===== config.mk =====
export PLATFORM = sky130hd
export DESIGN_NAME = dadda_mul_sched
export DESIGN_NICKNAME = d
export VERILOG_FILES = /design/src/rtl/dadda_mul_sched.sv
export SDC_FILE = /design/constraint.sdc
export NUM_CORES = 2
export LEC_CHECK = 0
export ABC_AREA = 1
export CORE_ASPECT_RATIO = 1.25
export CORE_MARGIN = 2
export CORE_UTILIZATION = 48
export CTS_BUF_LIST = sky130_fd_sc_hd__clkbuf_2
export CTS_CLUSTER_DIAMETER = 40
export DETAILED_ROUTE_END_ITERATION = 6
export PLACE_DENSITY = 0.75
export SETUP_SLACK_MARGIN = 0.4
export SLEW_MARGIN = 10
export SYNTH_ARGS = -nofsm -noshare
export SYNTH_HDL_FRONTEND = slang
export SYNTH_SLANG_ARGS = --single-unit

===== constraint.sdc =====
create_clock -name clk -period 33.4 [get_ports clk]
set_clock_uncertainty 0.1 [all_clocks]
set_input_delay 3.34 -clock clk [delete_from_list [all_inputs] [get_ports clk]]
set_output_delay 3.34 -clock clk [all_outputs]
set_load 0.005 [all_outputs]

===== src/rtl/dadda_mul_sched.sv =====
// dadda_mul_sched: shares one 32x32 multiplier among NUM_REQ requesters
// with round-robin arbitration and valid/ready handshakes on both sides.
// Ports: clk, rst (async, active-high); req_valid/req_ready/req_a/req_b/
//   req_signed per requester; rsp_valid/rsp_ready/rsp_id/rsp_product; busy.
// Config: define DADDA_SCHED_SIGNED_EN to honour req_signed
//   (magnitude conversion plus sign fix-up); otherwise operands are unsigned.

module dadda_multiplier (
    input  logic [31:0] a_i,
    input  logic [31:0] b_i,
    output logic [63:0] p_o
);
    logic [63:0] s, c, pp, t;

    // Carry-save 3:2 reduction of the partial-product rows, one final add.
    always_comb begin
        s  = '0;
        c  = '0;
        pp = '0;
        t  = '0;
        for (int i = 0; i < 32; i++) begin
            pp = b_i[i] ? ({32'b0, a_i} << i) : 64'b0;
            t  = s ^ c ^ pp;
            c  = ((s & c) | (s & pp) | (c & pp)) << 1;
            s  = t;
        end
        p_o = s + c;
    end
endmodule

module dadda_mul_sched #(
    parameter int NUM_REQ = 4,
    parameter int MUL_LAT = 2
) (
    input  logic                       clk,
    input  logic                       rst,
    input  logic [NUM_REQ-1:0]         req_valid,
    output logic [NUM_REQ-1:0]         req_ready,
    input  logic [NUM_REQ*32-1:0]      req_a,
    input  logic [NUM_REQ*32-1:0]      req_b,
    input  logic [NUM_REQ-1:0]         req_signed,
    output logic                       rsp_valid,
    input  logic                       rsp_ready,
    output logic [$clog2(NUM_REQ)-1:0] rsp_id,
    output logic [63:0]                rsp_product,
    output logic                       busy
);
    localparam int IDW = $clog2(NUM_REQ);
    localparam int CW  = (MUL_LAT > 1) ? $clog2(MUL_LAT) : 1;

    generate
        if (MUL_LAT < 1) begin : g_bad_lat
            $error("dadda_mul_sched: MUL_LAT must be >= 1");
        end
    endgenerate

    typedef enum logic [1:0] {S_IDLE, S_MUL, S_HOLD} state_e;

    state_e           state_q, state_d;
    logic [IDW-1:0]   last_q, last_d;
    logic [IDW-1:0]   id_q, id_d;
    logic [31:0]      op_a_q, op_a_d;
    logic [31:0]      op_b_q, op_b_d;
    logic [CW-1:0]    cnt_q, cnt_d;
    logic             rsp_valid_q, rsp_valid_d;
    logic [IDW-1:0]   rsp_id_q, rsp_id_d;
    logic [63:0]      rsp_prod_q, rsp_prod_d;

    logic [IDW-1:0]   gnt;
    logic             gnt_vld;
    logic [31:0]      sel_a, sel_b;
    logic [31:0]      in_a, in_b;
    logic [63:0]      prod, prod_fix;

`ifdef DADDA_SCHED_SIGNED_EN
    logic             neg_q, neg_d;
    logic             sel_s, neg_in;
`else
    logic             unused_signed;
    assign unused_signed = ^req_signed;
`endif

    // Round-robin search starting just after the last winner.
    always_comb begin
        gnt     = '0;
        gnt_vld = 1'b0;
        for (int k = 0; k < NUM_REQ; k++) begin
            logic [IDW-1:0] gi;
            gi = IDW'((int'(last_q) + 1 + k) % NUM_REQ);
            if (!gnt_vld && req_valid[gi]) begin
                gnt_vld = 1'b1;
                gnt     = gi;
            end
        end
    end

    always_comb begin
        sel_a = '0;
        sel_b = '0;
`ifdef DADDA_SCHED_SIGNED_EN
        sel_s = 1'b0;
`endif
        for (int k = 0; k < NUM_REQ; k++) begin
            if (gnt == IDW'(k)) begin
                sel_a = req_a[32*k +: 32];
                sel_b = req_b[32*k +: 32];
`ifdef DADDA_SCHED_SIGNED_EN
                sel_s = req_signed[k];
`endif
            end
        end
    end

`ifdef DADDA_SCHED_SIGNED_EN
    // -(2^31) as 32-bit unsigned is 2^31, so the magnitude always fits.
    assign in_a     = (sel_s && sel_a[31]) ? (~sel_a + 32'd1) : sel_a;
    assign in_b     = (sel_s && sel_b[31]) ? (~sel_b + 32'd1) : sel_b;
    assign neg_in   = sel_s & (sel_a[31] ^ sel_b[31]);
    assign prod_fix = neg_q ? (~prod + 64'd1) : prod;
`else
    assign in_a     = sel_a;
    assign in_b     = sel_b;
    assign prod_fix = prod;
`endif

    dadda_multiplier u_mul (
        .a_i (op_a_q),
        .b_i (op_b_q),
        .p_o (prod)
    );

    always_comb begin
        req_ready = '0;
        if (state_q == S_IDLE && !rst && gnt_vld) begin
            req_ready[gnt] = 1'b1;
        end
    end

    always_comb begin
        state_d     = state_q;
        last_d      = last_q;
        id_d        = id_q;
        op_a_d      = op_a_q;
        op_b_d      = op_b_q;
        cnt_d       = cnt_q;
        rsp_valid_d = rsp_valid_q;
        rsp_id_d    = rsp_id_q;
        rsp_prod_d  = rsp_prod_q;
`ifdef DADDA_SCHED_SIGNED_EN
        neg_d       = neg_q;
`endif
        unique case (state_q)
            S_IDLE: begin
                if (gnt_vld) begin
                    op_a_d  = in_a;
                    op_b_d  = in_b;
`ifdef DADDA_SCHED_SIGNED_EN
                    neg_d   = neg_in;
`endif
                    id_d    = gnt;
                    last_d  = gnt;
                    cnt_d   = CW'(MUL_LAT - 1);
                    state_d = S_MUL;
                end
            end
            S_MUL: begin
                if (cnt_q == '0) begin
                    rsp_prod_d  = prod_fix;
                    rsp_id_d    = id_q;
                    rsp_valid_d = 1'b1;
                    state_d     = S_HOLD;
                end else begin
                    cnt_d = cnt_q - CW'(1);
                end
            end
            S_HOLD: begin
                if (rsp_ready) begin
                    rsp_valid_d = 1'b0;
                    state_d     = S_IDLE;
                end
            end
            default: state_d = S_IDLE;
        endcase
    end

    always_ff @(posedge clk or posedge rst) begin
        if (rst) begin
            state_q     <= S_IDLE;
            last_q      <= IDW'(NUM_REQ - 1);
            id_q        <= '0;
            op_a_q      <= '0;
            op_b_q      <= '0;
            cnt_q       <= '0;
            rsp_valid_q <= 1'b0;
            rsp_id_q    <= '0;
            rsp_prod_q  <= '0;
`ifdef DADDA_SCHED_SIGNED_EN
            neg_q       <= 1'b0;
`endif
        end else begin
            state_q     <= state_d;
            last_q      <= last_d;
            id_q        <= id_d;
            op_a_q      <= op_a_d;
            op_b_q      <= op_b_d;
            cnt_q       <= cnt_d;
            rsp_valid_q <= rsp_valid_d;
            rsp_id_q    <= rsp_id_d;
            rsp_prod_q  <= rsp_prod_d;
`ifdef DADDA_SCHED_SIGNED_EN
            neg_q       <= neg_d;
`endif
        end
    end

    assign rsp_valid   = rsp_valid_q;
    assign rsp_id      = rsp_id_q;
    assign rsp_product = rsp_prod_q;
    assign busy        = (state_q != S_IDLE);
endmodule


==> metrics.md <==
| Metric | Value |
|---|---|
| # DRC | 0 |
| RD Place Congestion | 0.944 |
| Number of synthesized flops with an enable pin | 0 |
| Ys flop type | dfrtp_1 |
| Clock slew at reported path FFs | 0.23 ns |
| Count of different cell masters after synthesis | 39 |
| Delay-heaviest family, CP | adder cells |
| R2r worst-path depth | 47 |
| Crit path time final | 18.91 ns |
| Largest net degree at the start of global routing | 92 |
| 1st-iter DRT viols | 1310 |
| RSZ-0062 raised after global routing | false |
| Die Y | 302 um |
| Top cell type by total area after synthesis | fa_1 |
| Hpwl dp | 75.0 mm |
| Grt ovf | 0 |
| Die area | 73000 um^2 |
| # fillers | 6579 |
| IO Count | 339 |
| Worst reg2reg setup slack | 14.49 ns |
| Synth Cell Area | 34000 um^2 |
| Worst hold stages | 2 |
| Initial antenna violation count | 3 |
| Post_cts resized | 0 |
| WS Path Type | reg2reg |
| Layout cells sized above 1 | 2.52% |
| Clk root buf | clkbuf_2 |
| Finished layout cell area | 37800 um^2 |
| Crit path DAT | 19.69 ns |
| Ranking of synthesized cells by instance count | nand2_1 (1453), fa_1 (931), inv_1 (336) |
| Cell mode on critical path | fa_1 |
| Number of buffers added on ports | 334 |
| Worst skew pair latency | 0.98 ns |
| Final setup fails | 0 |
| F_max | 52.9 MHz |
| Detailed Routing Iterations Pass 1 | 5 |
| Post-DP Area | 37500 um^2 |
| Post-Synthesis Cells | 3849 |
| Count leader, synth | nand2_1 |
| Register area share after synthesis | 10.2% |
| Status | complete, no violations |
| Initial core utilization | 48.3% |
| Slew margin rel. | 18.7% |
| Worst EP required | 34.18 ns |
| Final setup TNS | 0 ns |
| Core area | 70400 um^2 |
| Multi-input gate area | 27900 um^2 |
| Vias | 25700 |
| CP max stage delay | 1.18 ns |
| # rows | 109 |
| #FFs+latches synth | 138 |
| Min-delay src | rsp_product[48] |
| Fin. max-slew vios | 0 |
| Fin crit share | 56.6% |
| Area contributors post-synth | fa_1 (55%), nand2_1 (16%), dfrtp_1 (10%) |
| CTS max path bufs | 2 |
| Synth Area in Compound Gates | 3.67% |
| Syn-to-layout area delta | 11.2% |
| Hold-fix buffers, CTS | 0 |
| CTS tree | built |
| Worst-margin pin slew | 1.22 ns |
| R2r endpoint | rsp_product[50] |
| RR Startpoint | op_a_q[31] |
| GRT Total Usage | 25.6% |
| Ys async rst share | 100% |
| Multiplexer share of the synthesized area | 0% |
| Drt wl/cell | 18.2 um |
| Slowest CP cell | dfrtp_1 |
| Post-synthesis adder-cell area fraction | 57.1% |
| Seq. cell area | 3460 um^2 |
| Syn Area/Cell | 8.83 um^2 |
| Xor and xnor area share after synthesis | 0.335% |
| Mapped Nets | 5109 |
| Worst-path fanout max | 33 |
| Largest family of logic cells by synthesized area | adder cells |
| Worst Hold End | rsp_product[48] |
| Yosys Warn Count | 0 |
| Max-cap check violation count | 0 |
| Crit end category | flip-flop |
| Post-Route WL | 88.6 mm |
| Post-CTS Setup Bufs | 0 |
| Critical Path Source Type | flip-flop |
| First-pass GRT wire length | 148 mm |
| Die Width | 242 um |
| Yosys top cell area share | 54.8% |
| Vias per cell | 5.27 |
| CP Buf/Inv Count | 5 |
| Final ANT Viol Nets | 0 |
| Layout Nets | 5175 |
| Simple logic cell fraction of the synthesized area | 21.0% |
| Clk sinks | 138 |
| Final Core Density | 53.7% |
| Final hold vios | 0 |
| Vias in the first global route | 28200 |
| Cts bufs inserted | 17 |
| CTS H-tree depth | 4 |
| Worst Hold Class | reg2reg |
-- cells by family (layout without fill, tap and decap cells) --
logic type,count (synthesis),count (layout)
xor gates and xnor gates,13,13
DFF,138,138
buffers and inverters,669,748
other,0,2
adders and majority gates,993,993
AOI/OAI and AO/OA,238,238
and+or+nand+nor,1798,1798
-- worst min-delay path, delay by kind of cell (launching register included) --
family           cells  cell delay, ns
flip-flops           1            0.39
AND/OR/NAND/NOR      2            0.11
-- state kept, by name, indices dropped and copies added (netlist names) --
signal	cells
cnt_q	1
id_q	2
last_q	2
op_a_q	32
op_b_q	32
rsp_id	2
rsp_product	64
rsp_valid	1
state_q	2
-- layout by cell type, fill, tap and decap left out, types with 6 or more instances in the layout --
cell and instances:
a21oi_1 44, nand2_2 7, nor3_1 7, buf_4 42, dfrtp_1 136, nand3b_1 6
nor2_1 90, o21ai_0 153, fa_1 931, nand3_1 201, ha_1 62, clkbuf_2 17
xnor2_1 6, clkdlybuf4s50_1 334, nand2_1 1452, inv_6 6, o21bai_1 8, nand4_1 22
xor2_1 7, inv_1 335, o21ai_1 17
-- metal layers --
metal / track usage [%] / routed length (um) / up-vias
met3: 2.60 / 3010 / 101
met5: 0 / 0 / -
met2: 45.6 / 45600 / 517
met1: 33.0 / 37100 / 13400
li1: - / - / 11600
met4: 8.10 / 2910 / 0
-- stage by stage --
step	cells	hold slack (ns)	worst slack, ns
after floorplan	3849	0.350	16.31
after detailed placement	4839	0.366	14.43
after global placement	4839	0.360	14.67
final	4873	0.411	14.49
after global routing	4873	0.437	13.83
after CTS	4871	0.416	14.39
-- worst max path at each step --
stage	startpoint	to	slack, ns	cells past startpoint
2_1_floorplan	op_b_q[1]	rsp_product[62]	16.31	50
3_3_place_gp	op_a_q[30]	rsp_product[50]	14.67	47
3_5_place_dp	op_a_q[30]	rsp_product[50]	14.43	47
4_1_cts	op_a_q[30]	rsp_product[50]	14.39	47
5_1_grt	op_a_q[30]	rsp_product[50]	13.83	47
6_report	op_a_q[31]	rsp_product[50]	14.49	47
-- cell type report --
class	instances	share of cell area [%]
inverters	340	3.39
well taps	943	3.12
flip-flops and latches	138	9.15
multi-input cells	3042	73.9
repair buffers	376	9.68
clock buffers	17	0.225
clock inverters	15	0.473
diodes	2	0.0132
Power is left out: the tool's default activity adds up to more than one toggle a clock period on the data nets, which glitch-free logic cannot reach.
